==> src/rtl/hex8_arb_pkg.sv <==
// hex8 memory arbiter shared types.
// State, owner encodings and default lock bound.
package hex8_arb_pkg;

  typedef enum logic [1:0] {
    ARB    = 2'd0,
    LOCKED = 2'd1,
    YIELD  = 2'd2
  } state_t;

  typedef enum logic {
    CORE = 1'b0,
    HOST = 1'b1
  } owner_t;

  localparam int LOCK_MAX_DEF = 16;

endpackage

==> src/rtl/hex8_lock_timer.sv <==
// Host lock duration counter.
// Flags expiry when the count reaches LOCK_MAX-1.
module hex8_lock_timer
  import hex8_arb_pkg::*;
#(
  parameter int LOCK_MAX = LOCK_MAX_DEF
) (
  input  logic clk,
  input  logic resetn,
  input  logic clear,
  input  logic enable,
  output logic expired
);

  localparam int CW = $clog2(LOCK_MAX + 1);

  logic [CW-1:0] cnt;

  // clear has priority over counting
  always_ff @(posedge clk or negedge resetn) begin
    if (!resetn) begin
      cnt <= '0;
    end else if (clear) begin
      cnt <= '0;
    end else if (enable) begin
      cnt <= cnt + CW'(1);
    end
  end

  assign expired = (cnt == CW'(LOCK_MAX - 1));

endmodule

==> src/rtl/hex8_mem_arbiter.sv <==
// Round-robin core/host arbiter for the hex8 memory.
// Host may lock for bursts; lock is bounded by a core slot.
module hex8_mem_arbiter
  import hex8_arb_pkg::*;
#(
  parameter int ADDR_W   = 8,
  parameter int DATA_W   = 8,
  parameter int LOCK_MAX = LOCK_MAX_DEF
) (
  input  logic              clk,
  input  logic              resetn,
  input  logic              c_req_valid,
  output logic              c_req_ready,
  input  logic              c_we,
  input  logic [ADDR_W-1:0] c_addr,
  input  logic [DATA_W-1:0] c_wdata,
  output logic              c_rsp_valid,
  output logic [DATA_W-1:0] c_rdata,
  output logic              c_stall,
  input  logic              h_req_valid,
  output logic              h_req_ready,
  input  logic              h_we,
  input  logic [ADDR_W-1:0] h_addr,
  input  logic [DATA_W-1:0] h_wdata,
  output logic              h_rsp_valid,
  output logic [DATA_W-1:0] h_rdata,
  input  logic              h_lock,
  output logic              mem_en,
  output logic              mem_we,
  output logic [ADDR_W-1:0] mem_addr,
  output logic [DATA_W-1:0] mem_wdata,
  input  logic [DATA_W-1:0] mem_rdata,
  output logic              lock_active,
  output logic [7:0]        core_wait
);

  state_t state;
  owner_t last_grant;
  owner_t rsp_owner;
  logic   rsp_pend;
  logic   c_win;
  logic   c_xfer;
  logic   h_xfer;
  logic   tmr_clear;
  logic   tmr_en;
  logic   expired;

  // grant decision; nothing is ready while reset is held
  always_comb begin
    c_win       = 1'b0;
    c_req_ready = 1'b0;
    h_req_ready = 1'b0;
    if (resetn) begin
      unique case (state)
        ARB: begin
          c_win = c_req_valid &
                  (~h_req_valid | (last_grant == HOST));
          c_req_ready = c_win;
          h_req_ready = h_req_valid & ~c_win;
        end
        LOCKED: h_req_ready = h_req_valid;
        YIELD:  c_req_ready = c_req_valid;
        default: ;
      endcase
    end
  end

  assign c_xfer = c_req_valid & c_req_ready;
  assign h_xfer = h_req_valid & h_req_ready;
  assign c_stall = c_req_valid & ~c_req_ready;

  // memory port mux, zero when idle
  always_comb begin
    mem_en    = c_xfer | h_xfer;
    mem_we    = 1'b0;
    mem_addr  = '0;
    mem_wdata = '0;
    unique case (1'b1)
      c_xfer: begin
        mem_we    = c_we;
        mem_addr  = c_addr;
        mem_wdata = c_wdata;
      end
      h_xfer: begin
        mem_we    = h_we;
        mem_addr  = h_addr;
        mem_wdata = h_wdata;
      end
      default: ;
    endcase
  end

  // lock timer starts at 1 on the locking transfer
  always_comb begin
    tmr_clear = ((state == LOCKED) & ~h_lock) |
                (state == YIELD);
    tmr_en    = ((state == ARB) & h_xfer & h_lock) |
                (state == LOCKED);
  end

  hex8_lock_timer #(
    .LOCK_MAX(LOCK_MAX)
  ) u_timer (
    .clk    (clk),
    .resetn (resetn),
    .clear  (tmr_clear),
    .enable (tmr_en),
    .expired(expired)
  );

  // arbitration FSM, round-robin history and read tag
  always_ff @(posedge clk or negedge resetn) begin
    if (!resetn) begin
      state      <= ARB;
      last_grant <= HOST;
      rsp_pend   <= 1'b0;
      rsp_owner  <= CORE;
    end else begin
      if (mem_en) begin
        last_grant <= h_xfer ? HOST : CORE;
        rsp_owner  <= h_xfer ? HOST : CORE;
      end
      rsp_pend <= mem_en & ~mem_we;
      unique case (state)
        ARB: begin
          if (h_xfer & h_lock) state <= LOCKED;
        end
        LOCKED: begin
          if (!h_lock)      state <= ARB;
          else if (expired) state <= YIELD;
        end
        YIELD:   state <= ARB;
        default: state <= ARB;
      endcase
    end
  end

  // saturating count of core stall cycles
  always_ff @(posedge clk or negedge resetn) begin
    if (!resetn) begin
      core_wait <= 8'h00;
    end else if (c_stall && core_wait != 8'hFF) begin
      core_wait <= core_wait + 8'h01;
    end
  end

  assign lock_active = (state == LOCKED);
  assign c_rsp_valid = rsp_pend & (rsp_owner == CORE);
  assign h_rsp_valid = rsp_pend & (rsp_owner == HOST);
  assign c_rdata = c_rsp_valid ? mem_rdata : '0;
  assign h_rdata = h_rsp_valid ? mem_rdata : '0;

endmodule

==> config.mk <==
export PLATFORM = sky130hd
export DESIGN_NAME = hex8_mem_arbiter
export DESIGN_NICKNAME = d
export VERILOG_FILES = /design/src/rtl/hex8_arb_pkg.sv /design/src/rtl/hex8_lock_timer.sv /design/src/rtl/hex8_mem_arbiter.sv
export SDC_FILE = /design/constraint.sdc
export NUM_CORES = 1
export LEC_CHECK = 0
export CAP_MARGIN = 10
export CORE_AREA = 5 5 53 90
export DETAILED_ROUTE_END_ITERATION = 8
export DIE_AREA = 0 0 58 95
export GPL_TIMING_DRIVEN = 0
export PLACE_DENSITY_LB_ADDON = 0.3
export SLEW_MARGIN = 0
export SYNTH_ARGS = -nofsm -noshare
export SYNTH_HDL_FRONTEND = slang
export SYNTH_SLANG_ARGS = --single-unit
==> constraint.sdc <==
create_clock -name clk -period 1.75 [get_ports clk]
set_input_delay 0.35 -clock clk [delete_from_list [all_inputs] [get_ports clk]]
set_output_delay 0.35 -clock clk [all_outputs]
set_load 0.01 [all_outputs]
==> qor.txt, run 1 <==
Outcome: complete, but fails checks
Failing checks: negative setup slack
Clk slew on worst S/H paths: 0.07 ns
YS warnings: 0
Arrival time at the worst endpoint: 1.70 ns
Hpwl dp: 3921 µm
HP Class: in2async
Final ANT Viol Nets: 0
Actual slew at the worst max-slew pin: 0.8294 ns
FP Rows: 31
CP Launch Type: flip-flop
Kind of critical path: reg2out
CP startpoint: state[1]$_DFFE_PN0P_
Final setup vio count: 19
Vias: 1,677
Share of the synthesized area in the top cell type: 32.14%
Largest net degree at the start of global routing: 18
Worst flop-to-flop path endpoint: core_wait[4]$_DFFE_PN0P_
Total power: 0.002035 W
F_max: 0.4887 GHz
Bufs on Longest Clock Path: 2
Worst-Skew Late Latency: 0.26 ns
First-pass GRT wire length: 8404 µm
Final hold viol count: 0
Post-synth top flop: dfrtp_1
Die Y: 95 µm
Max-Cap Viols: 0
Finished Cell Area: 2550 µm²
Clock period minus worst slack: 2.046 ns
Worst hold margin: 0.06690 ns
Crit. End Element: output port
Worst path bufs/invs: 3
Most frequent CP cell: buf_6
Worst Skew: 0.001938 ns
Largest area contributor in the netlist: dfrtp_1
EDFF count, synth: 0
DP Area: 2326 µm²
# nets final: 318
Port Buffer Count: 94
Cells after Synth: 147
Static leakage: 1.227 nW
Worst Path Required: 1.40 ns
R2R depth: 6
Cell area after technology mapping: 1324 µm²
GP Congestion: 0.8691
VDD IR max: 0.0006534 V
DR pass1 iterations: 4
Crit path max-delay cell type: dfrtp_2
Die area: 5510 µm²
Setup ws final: -0.2963 ns
Vias in the first global route: 1,734
Avg WL per Cell: 17.17 µm
PwrDens: 798.0 nW/µm²
Relative slew margins: 44.52%
ANT cells: 0
Mapped Nets: 197
GRT Residual Overflow: 0
Fraction of the cycle the final worst path needs: 116.9%
DRT iter0 DRCs: 72
# H-tree levels: 1
Max-slew violation count: 0
DRC: 0
Layout area overhead: 92.63%
Starting Density: 32.82%
Initial antenna violation count: 0
Core area: 4034 µm²
Final core utilization: 63.21%
RSZ-0062 raised after global routing: true
Seq cells post-synth: 18
Top cell family by delay on the critical path: flip-flops
CTS tree: yes
Worst-path fanout max: 6
FFs w/ async S/R, synth: 100.0%
Syn Area/Cell: 9.005 µm²
Die X: 58 µm
Num ports: 95
Layout cells sized above 1: 29.59%
Clk sinks: 18
CTS Buf Count: 3
Tot GR Track Use: 19.88%
Sequential share of the synthesized area: 34.12%
Worst path cell trace: nor3b_4 -> buf_6 -> nor2_4 -> buf_6 -> a22o_1 -> buf_2
Largest cells by area after synthesis: dfrtp_1 32%, a22o_1 11%, and3_1 5.2%, and2_1 4.3%, ha_1 2.8%
Final WL: 5427 µm
CTS root buf: clkbuf_8
Distinct cells, synth: 43
Via density per instance: 5.307
RR Startpoint: state[1]$_DFFE_PN0P_
Max incr delay on CP: 0.44 ns
Flop2flop setup slack: 0.02 ns
per-layer routing:
metal / vias to the layer above / track usage, % / wire, µm
met5: - / 0 / 0
met4: 0 / 7.157 / 58
li1: 782 / - / -
met3: 6 / 4.651 / 599
met1: 784 / 24.62 / 2285
met2: 105 / 33.11 / 2484
worst max-delay path by stage:
stage | endpoint | slack (ns) | cells past startpoint
after floorplan | mem_addr[0] | 0.05 | 5
after detailed placement | mem_wdata[7] | -1.76 | 6
final | mem_wdata[2] | -0.30 | 6
after global placement | mem_wdata[5] | -1.78 | 6
after global routing | mem_wdata[2] | -0.34 | 6
after CTS | mem_wdata[2] | -0.26 | 6
kinds of logic (layout without fill, tap and decap cells):
| kind of cell | count (synthesis) | count (layout) | synth area share, % |
|---|---|---|---|
| AOI/OAI and AO/OA | 43 | 43 | 24.29 |
| xor gates and xnor gates | 4 | 4 | 2.647 |
| adders and majority gates | 3 | 3 | 2.836 |
| buffers and inverters | 16 | 136 | 6.049 |
| DFF | 18 | 18 | 34.12 |
| muxes | 3 | 3 | 2.552 |
| and+or+nand+nor | 60 | 60 | 27.51 |
cell type report:
class | count | area, µm²
multi-input combinational | 113 | 849.6
timing repair buffer | 118 | 1042
tap | 49 | 61.31
clock buffer | 4 | 55.05
inverter | 8 | 32.53
sequential | 18 | 454.2
fill | 363 | 1484
buffer | 6 | 55.05
cell usage in the layout, fill, tap and decap left out, types with 3 or more instances in the layout:
| cell | netlist | layout |
|---|---|---|
| mux2_2 | 3 | 3 |
| inv_1 | 7 | 5 |
| o211ai_1 | 3 | 3 |
| nand3b_1 | 4 | 4 |
| nor2_1 | 8 | 7 |
| buf_6 | 1 | 14 |
| clkdlybuf4s15_1 | 0 | 7 |
| clkbuf_2 | 0 | 3 |
| and3_1 | 11 | 11 |
| buf_2 | 1 | 17 |
| ha_1 | 3 | 3 |
| clkdlybuf4s50_1 | 0 | 51 |
| o22ai_1 | 3 | 3 |
| buf_4 | 3 | 18 |
| nand2_1 | 8 | 7 |
| dlygate4sd2_1 | 0 | 13 |
| a21oi_1 | 5 | 4 |
| and2_1 | 9 | 9 |
| nand3_1 | 5 | 5 |
| a22o_1 | 17 | 17 |
| o21ai_0 | 5 | 3 |
| dfrtp_1 | 17 | 15 |
| clkbuf_8 | 0 | 4 |
sequential cells by signal, indices dropped and copies added, names as in the netlist:
signal and flops:
core_wait 8, last_grant 1, rsp_owner 1, rsp_pend 1
state 2, u_timer.cnt 5
stage by stage:
step	instances	worst slack, ns	setup TNS (ns)
after floorplan	147	0.04649	0
after detailed placement	290	-1.759	-46.86
after global placement	290	-1.777	-46.53
after global routing	316	-0.3428	-5.627
after CTS	315	-0.2629	-3.992
final	316	-0.2963	-4.390
where the power goes:
group	switching, W	internal [W]	total (W)
clock network	0.000153	0.000200	0.000353
registers	0.000160	0.000547	0.000707
logic	0.000409	0.000566	0.000974
timing repair:
item,CTS,global route
hold endpoints to repair,17,0
gates cloned,1,0
gates resized for setup,143,22
pin swaps,19,13
hold buffers,1,0
setup buffers,21,8
setup endpoints to repair,57,37
Yosys cell counts (all sizes together) (2+ instances only):
cell type	instances
clkbuf	3
a22o	17
inv	8
nand2b	2
dfrtp	17
nor2	9
a32oi	2
o21a	2
nand2	8
o21ai	6
nand3b	4
buf	5
ha	3
xnor2	2
a21oi	5
o211ai	3
and2	9
nor2b	3
xor2	2
and3	11
nand3	6
mux2	3
o22ai	3
Note: power is estimated with default switching activity, not from simulation.
==> inputs of run 2 (changes only) <==
--- a/config.mk
+++ b/config.mk
@@ -7,6 +7,7 @@
 export LEC_CHECK = 0
 export CAP_MARGIN = 10
 export CORE_AREA = 5 5 53 90
+export CTS_CLUSTER_SIZE = 24
 export DETAILED_ROUTE_END_ITERATION = 8
 export DIE_AREA = 0 0 58 95
 export GPL_TIMING_DRIVEN = 0
==> results of run 2 <==
Same layout as run 1: the final DEF is identical, and so are final timing and power.
